[config.mk]
export PLATFORM = sky130hd
export DESIGN_NAME = if_id_queue
export DESIGN_NICKNAME = d
export VERILOG_FILES = /design/src/rtl/if_pkg.sv /design/src/rtl/if_id_queue_mem.sv /design/src/rtl/if_id_queue.sv
export SDC_FILE = /design/constraint.sdc
export NUM_CORES = 1
export LEC_CHECK = 0
export BUFFER_PORTS_ARGS = -buffer_cell sky130_fd_sc_hd__buf_2
export CAP_MARGIN = 20
export CORE_ASPECT_RATIO = 0.8
export CORE_UTILIZATION = 40
export DETAILED_ROUTE_END_ITERATION = 10
export GPL_ROUTABILITY_DRIVEN = 0
export GPL_TIMING_DRIVEN = 0
export PLACE_DENSITY = 0.7
export SLEW_MARGIN = 5
export SYNTH_ARGS = -nofsm -noshare
export SYNTH_HDL_FRONTEND = slang
export SYNTH_SLANG_ARGS = --single-unit
[constraint.sdc]
create_clock -name clk -period 4.55 [get_ports clk]
set_clock_uncertainty 0.15 [all_clocks]
set_input_delay 0.2275 -clock clk [delete_from_list [all_inputs] [get_ports clk]]
set_output_delay 0.2275 -clock clk [all_outputs]
set_load 0.005 [all_outputs]
[src/rtl/if_pkg.sv]
// -----------------------------------------------------------------------------
// if_pkg
// Shared definitions for the fetch -> decode path of the 32I core.
//   XLEN          : address / instruction width
//   NOP_INST      : bubble instruction (addi x0, x0, 0)
//   fetch_entry_t : one fetched entry {pc, pc4, inst}
//   bubble_entry(): entry presented to decode when nothing valid is available
// -----------------------------------------------------------------------------
package if_pkg;

  localparam int XLEN = 32;
  localparam logic [XLEN-1:0] NOP_INST = 32'h0000_0013;

  typedef struct packed {
    logic [XLEN-1:0] pc;
    logic [XLEN-1:0] pc4;
    logic [XLEN-1:0] inst;
  } fetch_entry_t;

  function automatic fetch_entry_t bubble_entry();
    fetch_entry_t e;
    e.pc   = {XLEN{1'b0}};
    e.pc4  = {XLEN{1'b0}};
    e.inst = NOP_INST;
    return e;
  endfunction

endpackage

[src/rtl/if_id_queue_mem.sv]
// -----------------------------------------------------------------------------
// if_id_queue_mem
// DEPTH x fetch_entry_t register array for the fetch queue. Storage has no
// reset; validity is tracked entirely by the pointers in the parent.
// Ports:
//   clk       : clock
//   i_wr_en   : write enable (synchronous write port)
//   i_wr_addr : write index
//   i_wr_data : entry to store
//   i_rd_addr : read index (asynchronous read port)
//   o_rd_data : entry at i_rd_addr
// -----------------------------------------------------------------------------
module if_id_queue_mem
  import if_pkg::*;
#(
  parameter int DEPTH = 4,
  localparam int AW   = $clog2(DEPTH)
) (
  input  logic         clk,
  input  logic         i_wr_en,
  input  logic [AW-1:0] i_wr_addr,
  input  fetch_entry_t i_wr_data,
  input  logic [AW-1:0] i_rd_addr,
  output fetch_entry_t o_rd_data
);

  fetch_entry_t r_mem [DEPTH];

  // Synchronous write of one entry
  always_ff @(posedge clk) begin
    if (i_wr_en) begin
      r_mem[i_wr_addr] <= i_wr_data;
    end
  end

  assign o_rd_data = r_mem[i_rd_addr];

endmodule

[src/rtl/if_id_queue.sv]
// -----------------------------------------------------------------------------
// if_id_queue
// Instruction fetch queue between if_stage and decode. Buffers {pc, pc4, inst}
// so fetch can run ahead while decode stalls; discarded on redirect (flush).
// Decode sees a NOP bubble (pc=0, pc4=0, inst=NOP_INST) whenever no valid
// entry is available.
// Optional feature: define IF_ID_QUEUE_BYPASS_EN to forward an input entry
// combinationally to decode when the queue is empty (zero latency).
// Ports:
//   clk, reset                  : clock, async active-high reset
//   flush                       : redirect, drop all entries (highest priority)
//   in_valid/in_ready           : fetch-side handshake
//   in_pc/in_pc4/in_inst        : fetched entry
//   out_valid/out_ready         : decode-side handshake
//   out_pc/out_pc4/out_inst     : head entry (masked to bubble when invalid)
//   count                       : occupied entries
// -----------------------------------------------------------------------------
module if_id_queue
  import if_pkg::*;
#(
  parameter int DEPTH = 4
) (
  input  logic                     clk,
  input  logic                     reset,
  input  logic                     flush,
  input  logic                     in_valid,
  output logic                     in_ready,
  input  logic [XLEN-1:0]          in_pc,
  input  logic [XLEN-1:0]          in_pc4,
  input  logic [XLEN-1:0]          in_inst,
  output logic                     out_valid,
  input  logic                     out_ready,
  output logic [XLEN-1:0]          out_pc,
  output logic [XLEN-1:0]          out_pc4,
  output logic [XLEN-1:0]          out_inst,
  output logic [$clog2(DEPTH):0]   count
);

  localparam int AW = $clog2(DEPTH);
  localparam int PW = AW + 1;

  // Pointers carry one extra MSB so full and empty are distinguishable.
  logic [PW-1:0] r_wr_ptr;
  logic [PW-1:0] r_rd_ptr;

  logic          w_empty;
  logic          w_full;
  logic          w_bypass;
  logic          w_push;
  logic          w_pop;
  logic          w_wr_en;
  logic          w_rd_adv;
  fetch_entry_t  w_in_entry;
  fetch_entry_t  w_head;
  fetch_entry_t  w_out_entry;

  if_id_queue_mem #(.DEPTH(DEPTH)) u_mem (
    .clk       (clk),
    .i_wr_en   (w_wr_en),
    .i_wr_addr (r_wr_ptr[AW-1:0]),
    .i_wr_data (w_in_entry),
    .i_rd_addr (r_rd_ptr[AW-1:0]),
    .o_rd_data (w_head)
  );

  // Occupancy status, handshake qualification and head/bubble output selection
  always_comb begin
    w_in_entry.pc   = in_pc;
    w_in_entry.pc4  = in_pc4;
    w_in_entry.inst = in_inst;

    w_empty = (r_wr_ptr == r_rd_ptr);
    w_full  = (r_wr_ptr[AW-1:0] == r_rd_ptr[AW-1:0]) &&
              (r_wr_ptr[AW] != r_rd_ptr[AW]);

    w_bypass = 1'b0;
`ifdef IF_ID_QUEUE_BYPASS_EN
    // Empty queue: hand the incoming entry straight to decode.
    w_bypass = w_empty & in_valid & ~flush;
`endif

    if (!w_empty) begin
      out_valid   = 1'b1;
      w_out_entry = w_head;
    end else if (w_bypass) begin
      out_valid   = 1'b1;
      w_out_entry = w_in_entry;
    end else begin
      out_valid   = 1'b0;
      w_out_entry = bubble_entry();
    end

    in_ready = ~w_full;
    w_push   = in_valid & ~w_full & ~flush;
    w_pop    = out_valid & out_ready & ~flush;

    // A bypassed entry consumed in the same cycle is never stored, and its
    // pop does not move the read pointer since nothing was queued.
    w_wr_en  = w_push & ~(w_bypass & out_ready);
    w_rd_adv = w_pop & ~w_bypass;

    out_pc   = w_out_entry.pc;
    out_pc4  = w_out_entry.pc4;
    out_inst = w_out_entry.inst;
    count    = r_wr_ptr - r_rd_ptr;
  end

  // Pointer update; flush restarts both pointers so the queue reads empty next cycle
  always_ff @(posedge clk or posedge reset) begin
    if (reset) begin
      r_wr_ptr <= {PW{1'b0}};
      r_rd_ptr <= {PW{1'b0}};
    end else if (flush) begin
      r_wr_ptr <= {PW{1'b0}};
      r_rd_ptr <= {PW{1'b0}};
    end else begin
      if (w_wr_en) begin
        r_wr_ptr <= r_wr_ptr + {{(PW-1){1'b0}}, 1'b1};
      end else begin
        r_wr_ptr <= r_wr_ptr;
      end
      if (w_rd_adv) begin
        r_rd_ptr <= r_rd_ptr + {{(PW-1){1'b0}}, 1'b1};
      end else begin
        r_rd_ptr <= r_rd_ptr;
      end
    end
  end

endmodule
Word level (Yosys, flattened, before mapping) --
Memory sizes are Yosys's and may differ from the RTL's. Cells that the tools add are included.
Storage, ports and cells: bits in writable memories 384, flip-flop bits (word level) 6, logic and storage cells 26, output and inout bits 101, memories kept 1, input bits 101
Operators by class: reduce and logical (&&, ||, !) cells 3, multiplexer cells 8, add/subtract/negate cells 3, equal/unequal tests 3, bitwise logic cells 6
Memory list:
- u_mem.r_mem | depth 4, bits a word 96, rd ports 1, clocked after Yosys merged registers in 0, wr ports 1, RTL line if_id_queue_mem.sv:27 | fetch_entry_t r_mem [DEPTH];
Operator list (number):
- two-way mux 96 bit | 1
- two-way mux 3 bit | 4
- adder 3 x 1 -> 3 bit (second input constant) | 2
- AND 1 bit | 4
- nonzero test 2 bit | 2
- == test 3 bit | 1
- two-way mux 1 bit | 3
- subtractor 3 bit | 1
- == test 2 bit | 1
- NOT 1 bit | 2
- logical AND 1 bit | 1
- inequality test 1 bit | 1

Depth between registers and ports, before layout --
Gate-level depths: netlist of run 1.
depth in word-level cells 7, gate-level depth with buffers 8, gate-level depth less buffers 5

Hierarchy --
Synthesis of run 1 repeated with hierarchy kept, for this count alone.
Second synthesis, totals: cells, all modules 672, area total of the unflattened synthesis 15078.2 sq um
By module, submodules not included:
- if_id_queue_mem | cells an instance 506, instances 1, seq. area each 11531.1 sq um, area each 13889.6 sq um
- if_id_queue | cells an instance 166, instances 1, seq. area each 150.1 sq um, area each 1188.6 sq um

Least setup slack after synthesis of run 1 --
Ideal clock, no wire load.
path type register to register, start register r_rd_ptr[1], end memory u_mem.r_mem[0][0] in the netlist's numbering (enable), cell stages (with the launch flop) 7, buffers on the path 1, required time 3.933 ns, period minus slack after synthesis 4.207 ns, arrival 3.590 ns, path slack 0.343 ns, setup time 0.467 ns, cell sequence dfrtp_1 > buf_2 > inv_1 > ha_1 > nand2_1 > or2_2 > and4b_1
Between the ends: word-level cells in the longest chain between the ends 7
Ends and longest elaborated chain:
- from (decl) | RTL line if_id_queue.sv:44 | logic [PW-1:0] r_rd_ptr;
- from (signal assigned) | RTL line if_id_queue.sv:112 | r_rd_ptr <= {PW{1'b0}};
- from (signal assigned) | RTL line if_id_queue.sv:115 | r_rd_ptr <= {PW{1'b0}};
- from (signal assigned) | RTL line if_id_queue.sv:123 | r_rd_ptr <= r_rd_ptr + {{(PW-1){1'b0}}, 1'b1};
- == test 2 bit | RTL line if_id_queue.sv:73 | w_full = (r_wr_ptr[AW-1:0] == r_rd_ptr[AW-1:0]) &&
- logical AND 1 bit | RTL line if_id_queue.sv:73
- NOT 1 bit
- via in_ready | RTL line if_id_queue.sv:27 | output logic in_ready,
- AND 1 bit (2 in a row) | RTL line if_id_queue.sv:94 | w_push = in_valid & ~w_full & ~flush;
- two-way mux 1 bit | RTL line if_id_queue_mem.sv:31 | if (i_wr_en) begin
- two-way mux 1 bit (not written as such) | RTL line if_id_queue_mem.sv:32 | r_mem[i_wr_addr] <= i_wr_data;
- to (decl) | RTL line if_id_queue_mem.sv:27
The timed path passes the listed nets, and every way through them passes these cells.

Worst setup path after layout of run 1 --
start register r_rd_ptr[1], end memory u_mem.r_mem[0][55] in the netlist's numbering (enable)
Between the ends: word-level cells in the longest chain between the ends 7
Ends and longest elaborated chain (RTL line):
- == test 2 bit | if_id_queue.sv:73
- logical AND 1 bit | if_id_queue.sv:73
- NOT 1 bit | if_id_queue.sv:94
- AND 1 bit (2 in a row) | if_id_queue.sv:94
- two-way mux 1 bit | if_id_queue_mem.sv:31
- two-way mux 1 bit (not written as such) | if_id_queue_mem.sv:32
Every way passes these cells.

==> results of run 1 <==
==> logic make-up (layout without fill, tap and decap cells) <==
family / count (synthesis) / in the layout / synth area share (%)
compound gates: 9 / 9 / 0.391
xor+xnor: 2 / 2 / 0.116
fa+ha+maj: 8 / 8 / 0.715
buf+inv: 43 / 419 / 1.50
flops: 390 / 390 / 77.6
mux: 96 / 96 / 14.4
other cells: 0 / 1 / 0
simple gates: 127 / 127 / 5.32
==> flip-flops by register name, indices dropped and copies added, names as in the netlist <==
register and flops:
r_rd_ptr 3, r_wr_ptr 3, u_mem.r_mem 384
==> metal layers <==
layer  part of all wire [%]  routed length [µm]  vias to the layer above  track usage [%]
li1                       -                   -                     3468                -
met1                     44               13800                     3963             22.0
met2                     49               15500                      198             27.9
met3                    5.1                1610                       47             3.52
met4                    1.9                 586                        0             4.34
met5                      0                   0                        -                0
==> cells in the final DEF (no fill, tap or decap), types with 7 or more instances in the layout <==
| cell type | netlist | routed |
|---|---|---|
| buf_2 | 21 | 220 |
| clkbuf_16 | 0 | 39 |
| mux4_2 | 96 | 96 |
| and2_1 | 93 | 93 |
| edfxtp_1 | 384 | 384 |
| clkbuf_1 | 11 | 17 |
| clkinv_2 | 0 | 9 |
| ha_1 | 7 | 7 |
| dlygate4sd3_1 | 0 | 100 |
==> worst max-delay path, stage by stage, from the launching register on <==
cell	delay (ns)
dfrtp_1	0.41
buf_2	0.27
inv_1	0.12
ha_1	0.36
nand2_1	0.27
or2_2	0.23
and4b_4	0.60
buf_12	0.28
buf_16	0.29
==> through the flow <==
stage | setup TNS, ns | util (%)
3_5_place_dp | 0 | 45.5
4_1_cts | 0 | 51.7
5_1_grt | 0 | 51.7
2_1_floorplan | 0 | -
6_report | 0 | 51.7
3_3_place_gp | -710.94 | 45.0
==> synthesized netlist by cell type, types with 2 or more instances <==
| master | number | area share (%) |
|---|---|---|
| nor2_1 | 2 | 0.050 |
| ha_1 | 7 | 0.58 |
| and2_1 | 93 | 3.9 |
| nand3_1 | 2 | 0.066 |
| edfxtp_1 | 384 | 77 |
| and4b_1 | 2 | 0.13 |
| and3_1 | 5 | 0.21 |
| nor3b_1 | 2 | 0.10 |
| xnor2_1 | 2 | 0.12 |
| or4_1 | 3 | 0.15 |
| a21oi_1 | 3 | 0.10 |
| or2_1 | 3 | 0.12 |
| a31oi_1 | 3 | 0.12 |
| inv_1 | 6 | 0.15 |
| clkbuf_1 | 11 | 0.27 |
| nor2b_1 | 2 | 0.083 |
| buf_8 | 2 | 0.20 |
| dfrtp_1 | 6 | 1.0 |
| mux4_2 | 96 | 14 |
| nand4b_1 | 2 | 0.12 |
| buf_2 | 21 | 0.70 |
| nand4_1 | 2 | 0.083 |
| nand2_1 | 4 | 0.10 |
| buf_6 | 2 | 0.15 |
==> cell type report <==
class / count / area, µm² / area share (%)
flip-flops and latches: 390 / 11700 / 61.0
multi-input cells: 242 / 3170 / 16.5
clock inverters: 24 / 277 / 1.44
diodes: 1 / 2.50 / 0.0131
plain buffers: 36 / 199 / 1.04
clock buffers: 46 / 1010 / 5.28
inverters: 7 / 26.3 / 0.137
well taps: 487 / 609 / 3.18
repair buffers: 306 / 2180 / 11.4
==> what timing repair did <==
item,in CTS,in global routing
endpoints found under the hold margin,395,0
setup endpoints to repair,0,0
hold buffers,100,0
setup buffers,0,0
==> worst paths after layout <==
check,start,end,slack (ns)
max in group asynchronous,reset,r_wr_ptr[1]$_DFFE_PP0P_,3.45
max,r_rd_ptr[1]$_DFFE_PP0P_,u_mem.r_mem[0][55]$_DFFE_PP_,1.19
min,flush,r_rd_ptr[1]$_DFFE_PP0P_,0.11
max reg2reg,r_rd_ptr[1]$_DFFE_PP0P_,u_mem.r_mem[0][55]$_DFFE_PP_,1.19
min reg2reg,r_wr_ptr[2]$_DFFE_PP0P_,r_wr_ptr[2]$_DFFE_PP0P_,0.47
min in group asynchronous,reset,r_wr_ptr[0]$_DFFE_PP0P_,0.59
==> where the power goes <==
group / internal [mW] / leakage, nW / switching, mW
registers: 4.29 / 3.57 / 0.0743
logic: 2.02 / 2.44 / 2.12
clock network: 1.94 / 0.639 / 1.30
==> results.tsv, run 1 <==
stage	metric	value	unit
sta	Final Max Slew Viols	0	
global_route	largest net degree at the start of global routing	50	
sta	actual slew at the worst max-slew pin	0.824	ns
yosys	EDFF count, synth	384	
critical_path	CP Class	reg -> reg	
drt	1st-pass router iterations	5	
yosys	Yosys reg bits	390	
yosys	Synth Flop Type	edfxtp_1	
sta	worst setup margin	1.19	ns
yosys	asr flop ratio synth	1.54	%
final_layout	area grow syn2layout	27.2	%
global_route	number of global-route vias before repair	8271	
sta	unrepaired setup endpoints after global routing	no	
power	PwrDens	613	nW/µm²
status	status	finished clean	
final_layout	Fillers	2988	
final_layout	layout cells sized above 1	37.2	%
power	Tot Pwr	11.7	mW
global_route	initial antenna violation count	1	
drt	wire length per cell	20.4	µm
drt	ANT nets after route	0	
drt	vias per cell	4.99	
critical_path	Critical Path RT	4.58	ns
die	core area	37000	µm²
clock_tree	CTS root buf	clkbuf_16	
job	max cap viols	0	
drt	DR vias	7676	
yosys	Mapped Area	15100	µm²
die	full die area	38400	µm²
critical_path	worst-path maximum fanout	46	
global_route	Total GRT Usage	16.6	%
power	maximum vdd drop	0.489	mV
clock_tree	H-tree Lvls	2	
global_route	global-route wire length before repair	48100	µm
placement	dpl hpwl	19000	µm
clock_tree	Max clock buf depth	3	
power	leakage power	6.65	nW
final_layout	Final #Nets	1131	
placement	DP Area	16900	µm²
clock_tree	clock latency on the worst-skew pair	0.52	ns
yosys	Synth cell types	34	
critical_path	nature of the critical path endpoint	flip-flop	
critical_path	CP arrival	3.39	ns
sta	Tmin final	3.36	ns
placement	IO Port Bufs	199	
final_layout	finished layout cell area	19200	µm²
min_path	Worst Hold Depth	3	
yosys	sequential fraction of the synthesis area	77.6	%
clock_tree	CTS tree	done	
drt	1st-iter DRT viols	436	
global_route	total global routing overflow	0	
die	Rows	63	
clock_tree	clock-pin slew on the worst setup and hold paths	0.06	ns
sta	max_slew headroom	45.0	%
drt	WL final	31500	µm
die	Die Y	176	µm
clock_tree	CTS resizes	0	
yosys	Mapped Cells	675	
yosys	syn_nets	784	
sta	final period utilization	73.8	%
placement	pre-CTS setup slack	1.11	ns
final_layout	Non-Filler Instances	1539	
sta	Max Freq	298	MHz
sta	Hold WS	0.110	ns
sta	Final Hold Viols	0	
die	initial core utilization	40.6	%
sta	final setup vio count	0	
yosys	syn avg cell area	22.3	µm²
clock_tree	total CTS buffers	39	
critical_path	R2R depth	8	
yosys	Yosys Warn Count	0	
die	die extent in x	219	µm
min_path	Worst Hold Class	in -> reg	
drt	DR DRC count	0	
placement	# placed instances	1368	
die	IO Count	202	
clock_tree	Sink Count	390	
critical_path	startpoint types	flip-flop	
Power figures use the tool's default switching activity.
==> run 2: changes to the inputs <==
Clock period 4.55 ns to 3.1 ns, I/O delays scaled along.
==> run 2 against run 1 <==
First-iteration DRC count down 0.92%. Power up 45%. Setup slack worse by 1.0 ns. Sequential share of layout area up 0.36 points. Utilization down 0.31 points. Combinational power up 50%. Critical path depth down 1. Global-route usage down 0.53 points.
==> results.tsv, run 2 (synthesized netlist as in run 1, its figures left out) <==
stage	metric	value	unit
global_route	global-route wire length before repair	46300	µm
critical_path	CP max-delay cell	and3_4	
job	max cap viols	0	
power	Comb pwr share	36.5	%
critical_path	CP Class	reg -> reg	
final_layout	Ant. Diodes	0	
final_layout	largest reg by FF count	u_mem.r_mem	
critical_path	worst-path maximum fanout	53	
global_route	number of global-route vias before repair	8180	
die	full die area	38400	µm²
clock_tree	H-tree Lvls	2	
drt	vias per cell	4.96	
sta	Max Freq	344	MHz
die	initial core utilization	40.6	%
clock_tree	clock-pin slew on the worst setup and hold paths	0.06	ns
final_layout	most common cell after layout, fill and taps aside	edfxtp_1	
final_layout	area grow syn2layout	26.5	%
global_route	total global routing overflow	0	
drt	WL final	30700	µm
clock_tree	Setup Fix Bufs, Post-CTS	0	
power	PwrDens	893	nW/µm²
clock_tree	CTS tree	done	
drt	ANT nets after route	0	
global_route	Total GRT Usage	16.1	%
power	leakage power	6.59	nW
sta	Final Hold Viols	0	
global_route	largest net degree at the start of global routing	54	
critical_path	crit-path max cell delay	0.69	ns
min_path	Worst Hold Class	in -> reg	
clock_tree	CTS root buf	clkbuf_16	
die	Rows	63	
critical_path	Critical Path RT	3.14	ns
power	sequential share of power	37.6	%
critical_path	nature of the critical path endpoint	flip-flop	
power	maximum vdd drop	0.583	mV
placement	dpl hpwl	18000	µm
clock_tree	Max clock buf depth	3	
sta	Final Max Slew Viols	0	
placement	IO Port Bufs	199	
sta	unrepaired setup endpoints after global routing	no	
placement	# placed instances	1366	
sta	final period utilization	93.8	%
critical_path	WP buf/inv	3	
die	die extent in x	219	µm
clock_tree	total CTS buffers	40	
placement	pre-CTS setup slack	-0.152	ns
power	net switching power	5.10	mW
power	Internal	11.9	mW
critical_path	startpoint types	flip-flop	
drt	DR DRC count	0	
drt	1st-pass router iterations	4	
final_layout	Largest register FFs	384	
status	status	finished clean	
sta	max_slew headroom	49.9	%
critical_path	reg2reg setup slack	0.19	ns
drt	1st-iter DRT viols	432	
final_layout	Final #Nets	1131	
sta	actual slew at the worst max-slew pin	0.752	ns
global_route	initial antenna violation count	0	
final_layout	layout cells sized above 1	37.0	%
sta	setup TNS	0	ns
power	Clk pwr share	25.9	%
critical_path	CP cell instances	buf_4, inv_1, ha_2, nand2_4, or2_2, and3_4, buf_16	
drt	DR vias	7611	
power	Switching Share	30.0	%
final_layout	Non-Filler Instances	1533	
die	IO Count	202	
sta	worst setup margin	0.191	ns
clock_tree	clock latency on the worst-skew pair	0.52	ns
final_layout	most frequent cells in the layout	edfxtp_1 (384), buf_2 (214), dlygate4sd3_1 (101), mux4_2 (96), and2_1 (93)	
sta	Hold WS	0.231	ns
clock_tree	Sink Count	390	
sta	Tmin final	2.91	ns
sta	final setup vio count	0	
die	core area	37000	µm²
final_layout	largest registers	u_mem.r_mem (384), r_rd_ptr (3), r_wr_ptr (3)	
die	Die Y	176	µm
critical_path	cell family with most CP delay	simple AND/OR/NAND/NOR gates	
critical_path	CP arrival	2.95	ns
drt	wire length per cell	20.0	µm
==> run 2: what timing repair did <==
action                                  CTS  global route
hold endpoints to repair                396             0
hold buffers                            101             0
endpoints found under the setup margin  242           211
gates cloned                              0             0
pin swaps                                 1             2
resized for setup                         7            10
==> run 2: power groups by stage <==
stage	Combinational (mW)	Sequential, mW	Clock, mW
floorplan	3.48	6.49	0
global placement	6.00	6.53	0
detailed placement	6.12	6.51	0
CTS	6.31	6.40	4.55
global route	6.83	6.43	4.72
finish	6.20	6.40	4.40
==> run 2: routing by layer <==
layer / global-route usage (%) / part of all wire (%) / vias up
met5: 0 / 0 / -
met4: 3.94 / 1.7 / 0
met3: 3.71 / 5.5 / 44
met2: 27.1 / 49 / 199
met1: 21.2 / 43 / 3907
li1: - / - / 3461
==> run 2: path summary, 6_finish.rpt <==
| check | start | end | cells after the start |
|---|---|---|---|
| setup / recovery | r_rd_ptr[1]$_DFFE_PP0P_ | u_mem.r_mem[1][54]$_DFFE_PP_ | 7 |
| hold / removal | in_inst[19] | u_mem.r_mem[2][19]$_DFFE_PP_ | 2 |
| setup reg to reg | r_rd_ptr[1]$_DFFE_PP0P_ | u_mem.r_mem[1][54]$_DFFE_PP_ | 7 |
| hold reg to reg | r_wr_ptr[2]$_DFFE_PP0P_ | r_wr_ptr[2]$_DFFE_PP0P_ | 2 |
| max in group asynchronous | reset | r_rd_ptr[1]$_DFFE_PP0P_ | 4 |
| min in group asynchronous | reset | r_wr_ptr[2]$_DFFE_PP0P_ | 4 |
==> run 2: per-stage QoR <==
| stage | instance area, µm² | utilization, % | power (mW) |
|---|---|---|---|
| final | 19000 | 51.4 | 17.0 |
| after detailed placement | 16800 | 45.4 | 12.6 |
| after global placement | 16700 | 45.0 | 12.5 |
| after global routing | 19000 | 51.4 | 18.0 |
| after CTS | 19000 | 51.3 | 17.3 |
| after floorplan | 15100 | - | 9.98 |
==> run 2: layout make-up <==
cell class	count	area (µm²)
tap	487	609
buffer	36	221
clock buffer	47	1050
clock inverter	19	133
inverter	7	26.3
timing repair buffer	305	2140
multi-input combinational	242	3180
fill	2974	18000
sequential	390	11700
==> run 3: changes to the inputs <==
Settings changed: CAP_MARGIN 20 to 40, RECOVER_POWER set to 100.
==> run 3 against run 2 <==
Combinational power shrank 1%. Flip-flop and latch count is the same. Clock power grew 2%. Power is essentially flat. Die area is the same. Sequential power is essentially flat. Register-to-register slack lost 0.02 ns. Wire length is essentially flat. Count of clock-buffer cells in the layout is the same. Cell area shrank 0.50%. Largest power group unchanged. Highest routed layer unchanged.
==> results.tsv, run 3 (synthesized netlist as in run 1, its figures left out) <==
stage	metric	value	unit
sta	Max Freq	342	MHz
clock_tree	Max clock buf depth	3	
power	net switching power	5.11	mW
critical_path	CP arrival	2.96	ns
critical_path	WP buf/inv	2	
die	Rows	63	
die	initial core utilization	40.6	%
sta	actual slew at the worst max-slew pin	0.776	ns
sta	Final Max Slew Viols	0	
drt	vias per cell	4.99	
critical_path	CP Class	reg -> reg	
clock_tree	clock-pin slew on the worst setup and hold paths	0.07	ns
sta	final setup vio count	0	
die	full die area	38400	µm²
drt	1st-iter DRT viols	457	
power	leakage power	6.33	nW
critical_path	cell family with most CP delay	simple AND/OR/NAND/NOR gates	
final_layout	Final #Nets	1129	
global_route	total global routing overflow	0	
placement	dpl hpwl	18100	µm
sta	Final Hold Viols	0	
clock_tree	clock latency on the worst-skew pair	0.53	ns
final_layout	layout cells sized above 1	28.2	%
min_path	Hold Path Origin	in_pc[27]	
critical_path	nature of the critical path endpoint	flip-flop	
power	maximum vdd drop	0.662	mV
power	Switching Share	30.1	%
critical_path	crit path from	r_wr_ptr[0]$_DFFE_PP0P_	
power	sequential share of power	37.6	%
die	die extent in x	219	µm
final_layout	largest registers	u_mem.r_mem (384), r_rd_ptr (3), r_wr_ptr (3)	
sta	Tmin final	2.93	ns
critical_path	worst-path maximum fanout	52	
sta	final period utilization	94.4	%
placement	DP Area	16800	µm²
die	IO Count	202	
final_layout	area grow syn2layout	25.9	%
drt	1st-pass router iterations	4	
status	status	finished clean	
final_layout	most frequent cells in the layout	edfxtp_1 (384), buf_2 (117), clkbuf_1 (110), dlygate4sd3_1 (101), mux4_2 (96)	
final_layout	finished layout cell area	18900	µm²
global_route	initial antenna violation count	0	
final_layout	most common cell after layout, fill and taps aside	edfxtp_1	
critical_path	CP max-delay cell	and3_4	
critical_path	Critical Path RT	3.14	ns
clock_tree	CTS tree	done	
placement	IO Port Bufs	199	
final_layout	Largest register FFs	384	
job	max cap viols	0	
drt	DR DRC count	0	
global_route	number of global-route vias before repair	8148	
critical_path	startpoint types	flip-flop	
drt	ANT nets after route	0	
power	Comb pwr share	36.1	%
final_layout	Ant. Diodes	0	
global_route	Total GRT Usage	16.2	%
clock_tree	total CTS buffers	38	
sta	worst setup margin	0.173	ns
clock_tree	Setup Fix Bufs, Post-CTS	0	
critical_path	crit-path max cell delay	0.71	ns
power	PwrDens	898	nW/µm²
die	Die Y	176	µm
global_route	global-route wire length before repair	46800	µm
critical_path	launching point of the worst reg2reg path	r_wr_ptr[0]$_DFFE_PP0P_	
final_layout	largest reg by FF count	u_mem.r_mem	
placement	pre-CTS setup slack	-0.161	ns
min_path	Worst Hold Class	in -> reg	
die	core area	37000	µm²
clock_tree	Sink Count	390	
critical_path	CP cell instances	inv_1, ha_1, nand2_4, or2_2, and3_4, buf_16	
clock_tree	CTS root buf	clkbuf_16	
global_route	largest net degree at the start of global routing	53	
power	Clk pwr share	26.3	%
power	Internal	11.9	mW
drt	WL final	30700	µm
sta	max_slew headroom	48.3	%
drt	DR vias	7661	
drt	wire length per cell	20.0	µm
clock_tree	H-tree Lvls	2	
-- run 3: cell count changes in the layout (fill, tap and decap cells not counted), sizes merged --
cell / change
buf: -97
clkbuf: +97
clkinvlp: +2
-- run 3: final timing paths --
path	end	slack [ns]	cells past startpoint
max	u_mem.r_mem[3][37]$_DFFE_PP_	0.17	6
min	u_mem.r_mem[1][91]$_DFFE_PP_	0.27	2
max reg2reg	u_mem.r_mem[3][37]$_DFFE_PP_	0.17	6
min reg2reg	r_wr_ptr[2]$_DFFE_PP0P_	0.45	2
max in group asynchronous	r_rd_ptr[0]$_DFFE_PP0P_	2.06	4
min in group asynchronous	r_wr_ptr[2]$_DFFE_PP0P_	0.51	4
-- run 3: final cells by class --
type | count | area, µm²
clock buffer | 47 | 1050
multi-input combinational | 242 | 3180
inverter | 7 | 26.3
sequential | 390 | 11700
buffer | 36 | 224
tap | 487 | 609
clock inverter | 21 | 155
fill | 2985 | 18100
timing repair buffer | 305 | 2020
-- run 3: what timing repair did --
action | CTS | global route
hold buffers | 101 | 0
gates resized for setup | 7 | 11
hold endpoints to repair | 396 | 0
endpoints found under the setup margin | 246 | 220
pin swaps | 2 | 2
-- run 3: power groups by stage --
stage                     combinational (mW)  clock (mW)  sequential, mW
after floorplan                         3.48           0            6.49
after global placement                  6.00           0            6.53
after detailed placement                6.11           0            6.51
after CTS                               6.29        4.57            6.40
after global routing                    6.80        4.76            6.43
final                                   6.14        4.47            6.40
-- run 3: routing by layer --
metal | vias up | wire length (µm) | global-route usage (%)
li1 | 3459 | - | -
met1 | 3974 | 13600 | 21.3
met2 | 188 | 15200 | 27.5
met3 | 40 | 1450 | 3.58
met4 | 0 | 446 | 3.88
met5 | - | 0 | 0
-- run 3: worst reg2reg max path: stages, from the launching register on --
cell and delay [ns]:
dfrtp_1 0.40, inv_1 0.12, ha_1 0.43, nand2_4 0.16, or2_2 0.18, and3_4 0.71, buf_16 0.35
-- run 3: through the flow --
stage / instances / utilization [%] / total power, mW / TNS, ns / hold slack (ns)
floorplan: 675 / - / 9.98 / -7.48 / -0.204
global placement: 1361 / 45.0 / 12.5 / -477.04 / -0.0460
detailed placement: 1366 / 45.4 / 12.6 / -21.96 / -0.0395
CTS: 1535 / 51.4 / 17.3 / -0.00606 / 0.197
global route: 1535 / 51.1 / 18.0 / -0.0197 / 0.260
finish: 1535 / 51.1 / 17.0 / 0 / 0.273
